$ cat src/rtl/fir_sink_pkg.sv
// Shared constants for the FIR-to-DAC sink: default widths, FIFO depth and the
// rounding/saturation limits of the 14-bit DAC path.
package fir_sink_pkg;

  localparam int unsigned IN_W  = 40;
  localparam int unsigned OUT_W = 14;
  localparam int unsigned SHIFT = 19;
  localparam int unsigned DEPTH = 4;

  localparam int OUT_MAX = 8191;
  localparam int OUT_MIN = -8192;

  localparam longint unsigned ROUND_K = 64'd1 << (SHIFT - 1);

endpackage

$ cat src/rtl/fir_axis_dac_sink_if.sv
// AXI4-Stream data channel between the FIR compiler master and the DAC sink.
interface fir_axis_dac_sink_if #(
  parameter int unsigned IN_W = fir_sink_pkg::IN_W
);

  logic [IN_W-1:0] tdata;
  logic            tvalid;
  logic            tready;

  modport master (output tdata, output tvalid, input tready);
  modport slave  (input tdata, input tvalid, output tready);

endinterface

$ cat src/rtl/fir_axis_dac_sink_sample_fifo.sv
// Small synchronous sample FIFO with a registered read port; rd_data holds the
// last popped sample until the next pop.
module sample_fifo #(
  parameter int unsigned Depth = fir_sink_pkg::DEPTH,
  parameter int unsigned Width = fir_sink_pkg::OUT_W
) (
  input  logic                     clk,
  input  logic                     rst,
  input  logic                     wr_en,
  input  logic [Width-1:0]         wr_data,
  input  logic                     rd_en,
  output logic [Width-1:0]         rd_data,
  output logic [$clog2(Depth):0]   count,
  output logic                     full,
  output logic                     empty
);

  localparam int unsigned PtrW = $clog2(Depth);
  localparam logic [PtrW:0] DepthC = (PtrW + 1)'(Depth);

  logic [Width-1:0] mem [Depth];
  logic [PtrW-1:0]  wr_ptr_q, rd_ptr_q;
  logic [PtrW:0]    count_q;
  logic [Width-1:0] rd_data_q;
  logic             do_wr, do_rd;

  assign full  = (count_q == DepthC);
  assign empty = (count_q == '0);
  assign do_wr = wr_en & ~full;
  assign do_rd = rd_en & ~empty;

  assign count   = count_q;
  assign rd_data = rd_data_q;

  always_ff @(posedge clk or negedge rst) begin
    if (!rst) begin
      wr_ptr_q  <= '0;
      rd_ptr_q  <= '0;
      count_q   <= '0;
      rd_data_q <= '0;
    end else begin
      if (do_wr) wr_ptr_q <= wr_ptr_q + 1'b1;
      if (do_rd) begin
        rd_ptr_q  <= rd_ptr_q + 1'b1;
        rd_data_q <= mem[rd_ptr_q];
      end
      case ({do_wr, do_rd})
        2'b10:   count_q <= count_q + 1'b1;
        2'b01:   count_q <= count_q - 1'b1;
        default: count_q <= count_q;
      endcase
    end
  end

  // Storage needs no reset; count and pointers define what is valid.
  always_ff @(posedge clk) begin
    if (do_wr) mem[wr_ptr_q] <= wr_data;
  end

endmodule

$ cat src/rtl/fir_axis_dac_sink.sv
// AXI4-Stream sink for the FIR compiler output: round, shift and saturate to DAC
// width, buffer in a small FIFO and release one sample per dac_en strobe.
module fir_axis_dac_sink #(
  parameter int unsigned IN_W  = fir_sink_pkg::IN_W,
  parameter int unsigned OUT_W = fir_sink_pkg::OUT_W,
  parameter int unsigned SHIFT = fir_sink_pkg::SHIFT,
  parameter int unsigned DEPTH = fir_sink_pkg::DEPTH
) (
  input  logic               clk,
  input  logic               rst,
  fir_axis_dac_sink_if.slave s_axis,
  input  logic               dac_en,
  output logic [OUT_W-1:0]   dac_data,
  output logic               dac_valid,
  output logic               underflow,
  output logic [15:0]        sat_cnt
);

  localparam int unsigned CntW = $clog2(DEPTH) + 1;
  localparam int unsigned RW   = IN_W + 1;

  localparam logic signed [RW-1:0] RoundK = {{(RW - 1){1'b0}}, 1'b1} << (SHIFT - 1);
  localparam logic signed [RW-1:0] SatMax = {{(RW - OUT_W + 1){1'b0}}, {(OUT_W - 1){1'b1}}};
  localparam logic signed [RW-1:0] SatMin = {{(RW - OUT_W + 1){1'b1}}, {(OUT_W - 1){1'b0}}};
  localparam logic [CntW:0]        DepthOcc = (CntW + 1)'(DEPTH);

  logic signed [RW-1:0] tdata_ext, rnd, shifted;
  logic signed [RW-1:0] s1_q;
  logic                 s1_valid_q;
  logic [OUT_W-1:0]     s2_q;
  logic                 s2_valid_q;
  logic [OUT_W-1:0]     q_sat;
  logic                 sat_hi, sat_lo;
  logic [15:0]          sat_cnt_q;
  logic                 dac_valid_q, underflow_q;

  logic                 xfer;
  logic [CntW:0]        occ;
  logic                 fifo_wr, fifo_rd, fifo_full, fifo_empty;
  logic [CntW-1:0]      fifo_count;

  // Occupancy counts in-flight pipeline slots so accepted samples always fit.
  assign occ = {1'b0, fifo_count} + {{CntW{1'b0}}, s1_valid_q} + {{CntW{1'b0}}, s2_valid_q};
  assign s_axis.tready = rst & (occ < DepthOcc);
  assign xfer = s_axis.tvalid & s_axis.tready;

  assign tdata_ext = {s_axis.tdata[IN_W-1], s_axis.tdata};
  assign rnd       = tdata_ext + RoundK;
  assign shifted   = s1_q >>> SHIFT;
  assign sat_hi    = (shifted > SatMax);
  assign sat_lo    = (shifted < SatMin);

  always_comb begin
    q_sat = shifted[OUT_W-1:0];
    if (sat_hi)      q_sat = {1'b0, {(OUT_W - 1){1'b1}}};
    else if (sat_lo) q_sat = {1'b1, {(OUT_W - 1){1'b0}}};
  end

  assign fifo_wr = s2_valid_q;
  assign fifo_rd = dac_en & ~fifo_empty;

  always_ff @(posedge clk or negedge rst) begin
    if (!rst) begin
      s1_q        <= '0;
      s1_valid_q  <= 1'b0;
      s2_q        <= '0;
      s2_valid_q  <= 1'b0;
      sat_cnt_q   <= '0;
      dac_valid_q <= 1'b0;
      underflow_q <= 1'b0;
    end else begin
      s1_valid_q <= xfer;
      if (xfer) s1_q <= rnd;
      s2_valid_q <= s1_valid_q;
      if (s1_valid_q) s2_q <= q_sat;
      if (s1_valid_q && (sat_hi || sat_lo) && (sat_cnt_q != 16'hFFFF)) begin
        sat_cnt_q <= sat_cnt_q + 16'd1;
      end
      dac_valid_q <= dac_en & ~fifo_empty;
      underflow_q <= dac_en & fifo_empty;
    end
  end

  sample_fifo #(
    .Depth (DEPTH),
    .Width (OUT_W)
  ) u_fifo (
    .clk     (clk),
    .rst     (rst),
    .wr_en   (fifo_wr),
    .wr_data (s2_q),
    .rd_en   (fifo_rd),
    .rd_data (dac_data),
    .count   (fifo_count),
    .full    (fifo_full),
    .empty   (fifo_empty)
  );

  assign dac_valid = dac_valid_q;
  assign underflow = underflow_q;
  assign sat_cnt   = sat_cnt_q;

  a_no_overflow: assert property (@(posedge clk) disable iff (!rst) !(fifo_wr && fifo_full));

endmodule

$ cat src/flat_wrapper.sv
// flat-port wrapper written by rule: the top's interface ports become plain ports
module fir_axis_dac_sink_flat 
#(
  parameter int unsigned IN_W  = fir_sink_pkg::IN_W,
  parameter int unsigned OUT_W = fir_sink_pkg::OUT_W,
  parameter int unsigned SHIFT = fir_sink_pkg::SHIFT,
  parameter int unsigned DEPTH = fir_sink_pkg::DEPTH
)
  (clk, rst, dac_en, dac_data, dac_valid, underflow, sat_cnt, s_axis_tdata, s_axis_tvalid, s_axis_tready);
  fir_axis_dac_sink_if #(.IN_W(IN_W)) s_axis_i ();
  input  logic clk;
  input  logic rst;
  input  logic dac_en;
  output logic [OUT_W-1:0] dac_data;
  output logic dac_valid;
  output logic underflow;
  output logic [15:0] sat_cnt;
  input wire logic [$bits(s_axis_i.tdata)-1:0] s_axis_tdata;
  input wire logic [$bits(s_axis_i.tvalid)-1:0] s_axis_tvalid;
  output wire logic [$bits(s_axis_i.tready)-1:0] s_axis_tready;
  assign s_axis_i.tdata = s_axis_tdata;
  assign s_axis_i.tvalid = s_axis_tvalid;
  assign s_axis_tready = s_axis_i.tready;
  fir_axis_dac_sink #(.IN_W(IN_W), .OUT_W(OUT_W), .SHIFT(SHIFT), .DEPTH(DEPTH)) u_core (.clk(clk), .rst(rst), .s_axis(s_axis_i), .dac_en(dac_en), .dac_data(dac_data), .dac_valid(dac_valid), .underflow(underflow), .sat_cnt(sat_cnt));
endmodule
$ cat config.mk
export PLATFORM = sky130hd
export DESIGN_NAME = fir_axis_dac_sink_flat
export DESIGN_NICKNAME = d
export VERILOG_FILES = /design/src/rtl/fir_sink_pkg.sv /design/src/rtl/fir_axis_dac_sink_if.sv /design/src/rtl/fir_axis_dac_sink_sample_fifo.sv /design/src/rtl/fir_axis_dac_sink.sv /design/src/flat_wrapper.sv
export SDC_FILE = /design/constraint.sdc
export NUM_CORES = 1
export LEC_CHECK = 0
export ABC_AREA = 1
export CELL_PAD_IN_SITES_DETAIL_PLACEMENT = 1
export CELL_PAD_IN_SITES_GLOBAL_PLACEMENT = 1
export CORE_MARGIN = 4
export CORE_UTILIZATION = 45
export CTS_BUF_LIST = sky130_fd_sc_hd__clkbuf_8
export DETAILED_ROUTE_END_ITERATION = 7
export PLACE_DENSITY = 0.8
export SKIP_LAST_GASP = 1
export SLEW_MARGIN = 25
export SYNTH_ARGS = -nofsm -noshare
export SYNTH_HDL_FRONTEND = slang
export SYNTH_SLANG_ARGS = --single-unit
$ cat constraint.sdc
create_clock -name clk -period 3.5 [get_ports clk]
set_clock_uncertainty 0.05 [all_clocks]
set_input_delay 0.525 -clock clk [delete_from_list [all_inputs] [get_ports clk]]
set_output_delay 0.525 -clock clk [all_outputs]
set_load 0.01 [all_outputs]
==> flow_summary.json <==
{
  "most_instantiated_flip_flop_cell_in_the_synthesis_netlist": "sky130_fd_sc_hd__dfrtp_1",
  "post_cts.repair.setup_buffers": 0,
  "timing.critical_path.from_type": "primary input",
  "synth.mux.area_fraction": 0,
  "finalWeightedCongestion": 0.893,
  "avgViaCountPerCell": 5.20,
  "max_slew.worst_pin.slew_ps": 958,
  "hold_violations": 0,
  "fp.dieArea_um2": 15700,
  "floorplan.io_pins": 77,
  "detailed_router_iteration_count_before_antenna_repair": 5,
  "detailroute.via_count": 4879,
  "die_h_um": 125,
  "cap_viol_max_count": 0,
  "drt_iter0_drc": 366,
  "whs_endpoint": "u_core.fifo_wr",
  "cell_count_of_the_worst_hold_path": 0,
  "critPathTopFamily": "buffers and inverters",
  "area_share_of_the_largest_cell_type_after_synthesis": 0.312,
  "cpPeakStageDelay_ps": 560,
  "grt_pass1_wl_mm": 25.4,
  "drtAntennaViolNets": 0,
  "finalSetupViolations": 0,
  "power.leakage_uw": 0.00306,
  "reg2reg_slack_ps": 1110,
  "n_antenna_cell": 0,
  "grtUsageTotal": 0.204,
  "worst-r2r-cell-count": 7,
  "critical_path.slowest_cell": "sky130_fd_sc_hd__clkdlybuf4s50_1",
  "grt_antenna_before_repair": 0,
  "clk_pin_slew_worst_paths_ps": 80,
  "grt_pass1_vias": 5024,
  "grt_setup_unrepaired": "false",
  "placement_rows": 42,
  "reg_to_reg_critical_path_startpoint": "u_core.u_fifo.count[0]",
  "worst-setup-path-type": "primary input to output port",
  "ctsHtreeMaxLevel": 4,
  "nets_finish": 802,
  "tritoncts": "built",
  "synth_top_family_by_area": "simple AND/OR/NAND/NOR gates",
  "synth_most_common_cell": "sky130_fd_sc_hd__nand2_1",
  "drive_above_1_share": 0.0709,
  "yosysTopAreaCell": "sky130_fd_sc_hd__dfrtp_1",
  "min-delay-start": "u_core.s1_valid_q",
  "min-delay-path-class": "register to register",
  "wl_mm": 15.5,
  "worst_skew_pair.late_latency_ps": 450,
  "worst_ep_required_time_ps": 2920,
  "finalHoldWorstSlack_ps": 411,
  "final_max_slew_violation_count": 0,
  "coreArea_um2": 13300,
  "clockBufferDepth": 2,
  "number_of_synthesized_register_bits": 133,
  "synth-warning-count": 0,
  "max_slew_margin": 0.358,
  "cp.arrival_ps": 2380,
  "post_cts_resize_count": 0,
  "effective_utilization_at_floorplan": 0.462,
  "floorplan.die.width_um": 125,
  "syn2layout_area_growth_pct": 19.2,
  "crit_path_buffers_inverters": 3,
  "postSynth.asyncResetShare": 0.579,
  "finalPower_uw": 5370,
  "dpl.cell_count": 905,
  "cts_root_buffer": "sky130_fd_sc_hd__clkbuf_8",
  "placement.io_buffers": 58,
  "netlist_area_um2": 6170,
  "sum_of_negative_setup_slack_ps": 0,
  "wl_per_cell_um": 16.5,
  "remaining_drc_errors": 0,
  "syn-instance-count": 685,
  "clock_sink_count": 133,
  "critPathCaptureType": "output port",
  "number_of_clock_buffers_inserted_by_tritoncts": 17,
  "timing.rr.end": "u_core.u_fifo.count[2]",
  "synth-compound-area-share": 0.0779,
  "worstPathMaxFanout": 30,
  "post_synth_and_or_nand_nor_area_fraction": 0.245,
  "yosys.area_share.adder": 0.0195,
  "crit_path_cell_trace": "dlygate4sd3_1 > buf_4 > nand2_1 > nor2_1 > clkdlybuf4s50_1",
  "yosys-top-cells-count": "sky130_fd_sc_hd__nand2_1 (185), sky130_fd_sc_hd__nor2_1 (126), sky130_fd_sc_hd__dfrtp_1 (77)",
  "synth.net_count": 738,
  "maximum_number_of_pins_on_one_net_before_global_route_repair": 50,
  "max_freq_mhz": 339,
  "synthDistinctLibCells": 31,
  "finish.cell_count_without_fillers": 938,
  "synth_sequential_area_ratio": 0.585,
  "power_density_relative_to_cell_area_nw_per_um2": 730,
  "period_minus_slack_ps": 2950,
  "syn-mean-instance-area_um2": 9.01,
  "synth_xor_xnor_area_share": 0.0312,
  "filler_cell_count": 1553,
  "finalCritPeriodShare": 0.843,
  "ir_drop_v": 0.000305,
  "grt_remaining_overflow": 0,
  "yosys-top-cells-area": "sky130_fd_sc_hd__dfrtp_1 (31%), sky130_fd_sc_hd__edfxtp_1 (27%), sky130_fd_sc_hd__nand2_1 (11%)",
  "synth_edf_count": 56,
  "hpwl_mm": 10.8,
  "status": "finished, final reports clean"
}
-- worst reg2reg max path: cells and delay by family, from the launching register on --
| kind | cells | cell delay (ps) |
|---|---|---|
| AOI/OAI and AO/OA | 3 | 910 |
| xor gates and xnor gates | 1 | 160 |
| adders and majority gates | 2 | 650 |
| buffers and inverters | 1 | 70 |
| DFF | 1 | 440 |
-- power by group --
group          switching [uW]  internal [uW]  total (uW)
combinational             951            622        1570
sequential                327           2120        2450
clock                     612            738        1350
-- flip-flops by register name, summed over array words and instances, names as in the netlist --
name / cells
u_core.sat_cnt: 16
u_core.fifo_wr: 1
u_core.u_fifo.rd_data: 14
u_core.dac_valid: 1
u_core.u_fifo.rd_ptr_q: 2
u_core.s1_valid_q: 1
u_core.u_fifo.count: 3
u_core.u_fifo.wr_ptr_q: 2
u_core.s1_q: 22
u_core.u_fifo.mem: 56
u_core.s2_q: 14
u_core.underflow: 1
-- stage by stage --
stage                     worst slack, ps   util  area, um2
after floorplan                      1420      -       6170
after global placement               1110  0.519       6930
after detailed placement             1030  0.519       6930
after CTS                             499  0.551       7360
after global routing                  408  0.551       7360
final                                 548  0.551       7360
-- cells by family after synthesis --
group | after synthesis
AO/OA/AOI/OAI | 90
XOR/XNOR | 22
adder cells (fa/ha/maj) | 9
buffers and inverters | 62
flip-flops | 133
AND/OR/NAND/NOR | 369
-- worst max path at each step --
stage                           start                endpoint  depth (start not counted)  slack, ps
2_1_floorplan  u_core.u_fifo.count[0]  u_core.u_fifo.count[2]                          7       1420
3_3_place_gp                      rst           s_axis_tready                          4       1110
3_5_place_dp                   dac_en  u_core.u_fifo.count[2]                          9       1030
4_1_cts                           rst           s_axis_tready                          5        500
5_1_grt                           rst           s_axis_tready                          5        410
6_report                          rst           s_axis_tready                          5        550
-- metal layers --
layer / vias to the layer above / share of wire / global-route usage
li1: 2371 / - / -
met1: 2403 / 0.42 / 0.250
met2: 89 / 0.53 / 0.362
met3: 16 / 0.032 / 0.0409
met4: 0 / 0.013 / 0.0663
met5: - / 0 / 0
-- timing repair --
item / 4_1_cts / 5_1_grt
hold buffers: 1 / 0
endpoints found under the hold margin: 28 / 0
endpoints found under the setup margin: 0 / 0
-- placed cells by master, fill, tap and decap left out, types with 6 or more instances in the layout --
| master | n |
|---|---|
| sky130_fd_sc_hd__a31oi_1 | 14 |
| sky130_fd_sc_hd__buf_4 | 10 |
| sky130_fd_sc_hd__nand4_1 | 6 |
| sky130_fd_sc_hd__nand3_1 | 36 |
| sky130_fd_sc_hd__edfxtp_1 | 56 |
| sky130_fd_sc_hd__o21ai_0 | 56 |
| sky130_fd_sc_hd__ha_1 | 8 |
| sky130_fd_sc_hd__clkdlybuf4s50_1 | 57 |
| sky130_fd_sc_hd__inv_1 | 38 |
| sky130_fd_sc_hd__dfrtp_1 | 77 |
| sky130_fd_sc_hd__nand2_1 | 185 |
| sky130_fd_sc_hd__clkbuf_8 | 19 |
| sky130_fd_sc_hd__xor2_1 | 12 |
| sky130_fd_sc_hd__nor2_1 | 126 |
| sky130_fd_sc_hd__a21oi_1 | 16 |
| sky130_fd_sc_hd__xnor2_1 | 10 |
-- layout make-up --
type,instances,area (um2),area share
inverter,39,146,0.0199
tap,176,220,0.0299
clock inverter,13,156,0.0213
timing repair buffer,68,656,0.0891
multi-input combinational,490,2310,0.314
sequential,133,3610,0.491
clock buffer,19,262,0.0356
(Power assumes the default switching activity.)
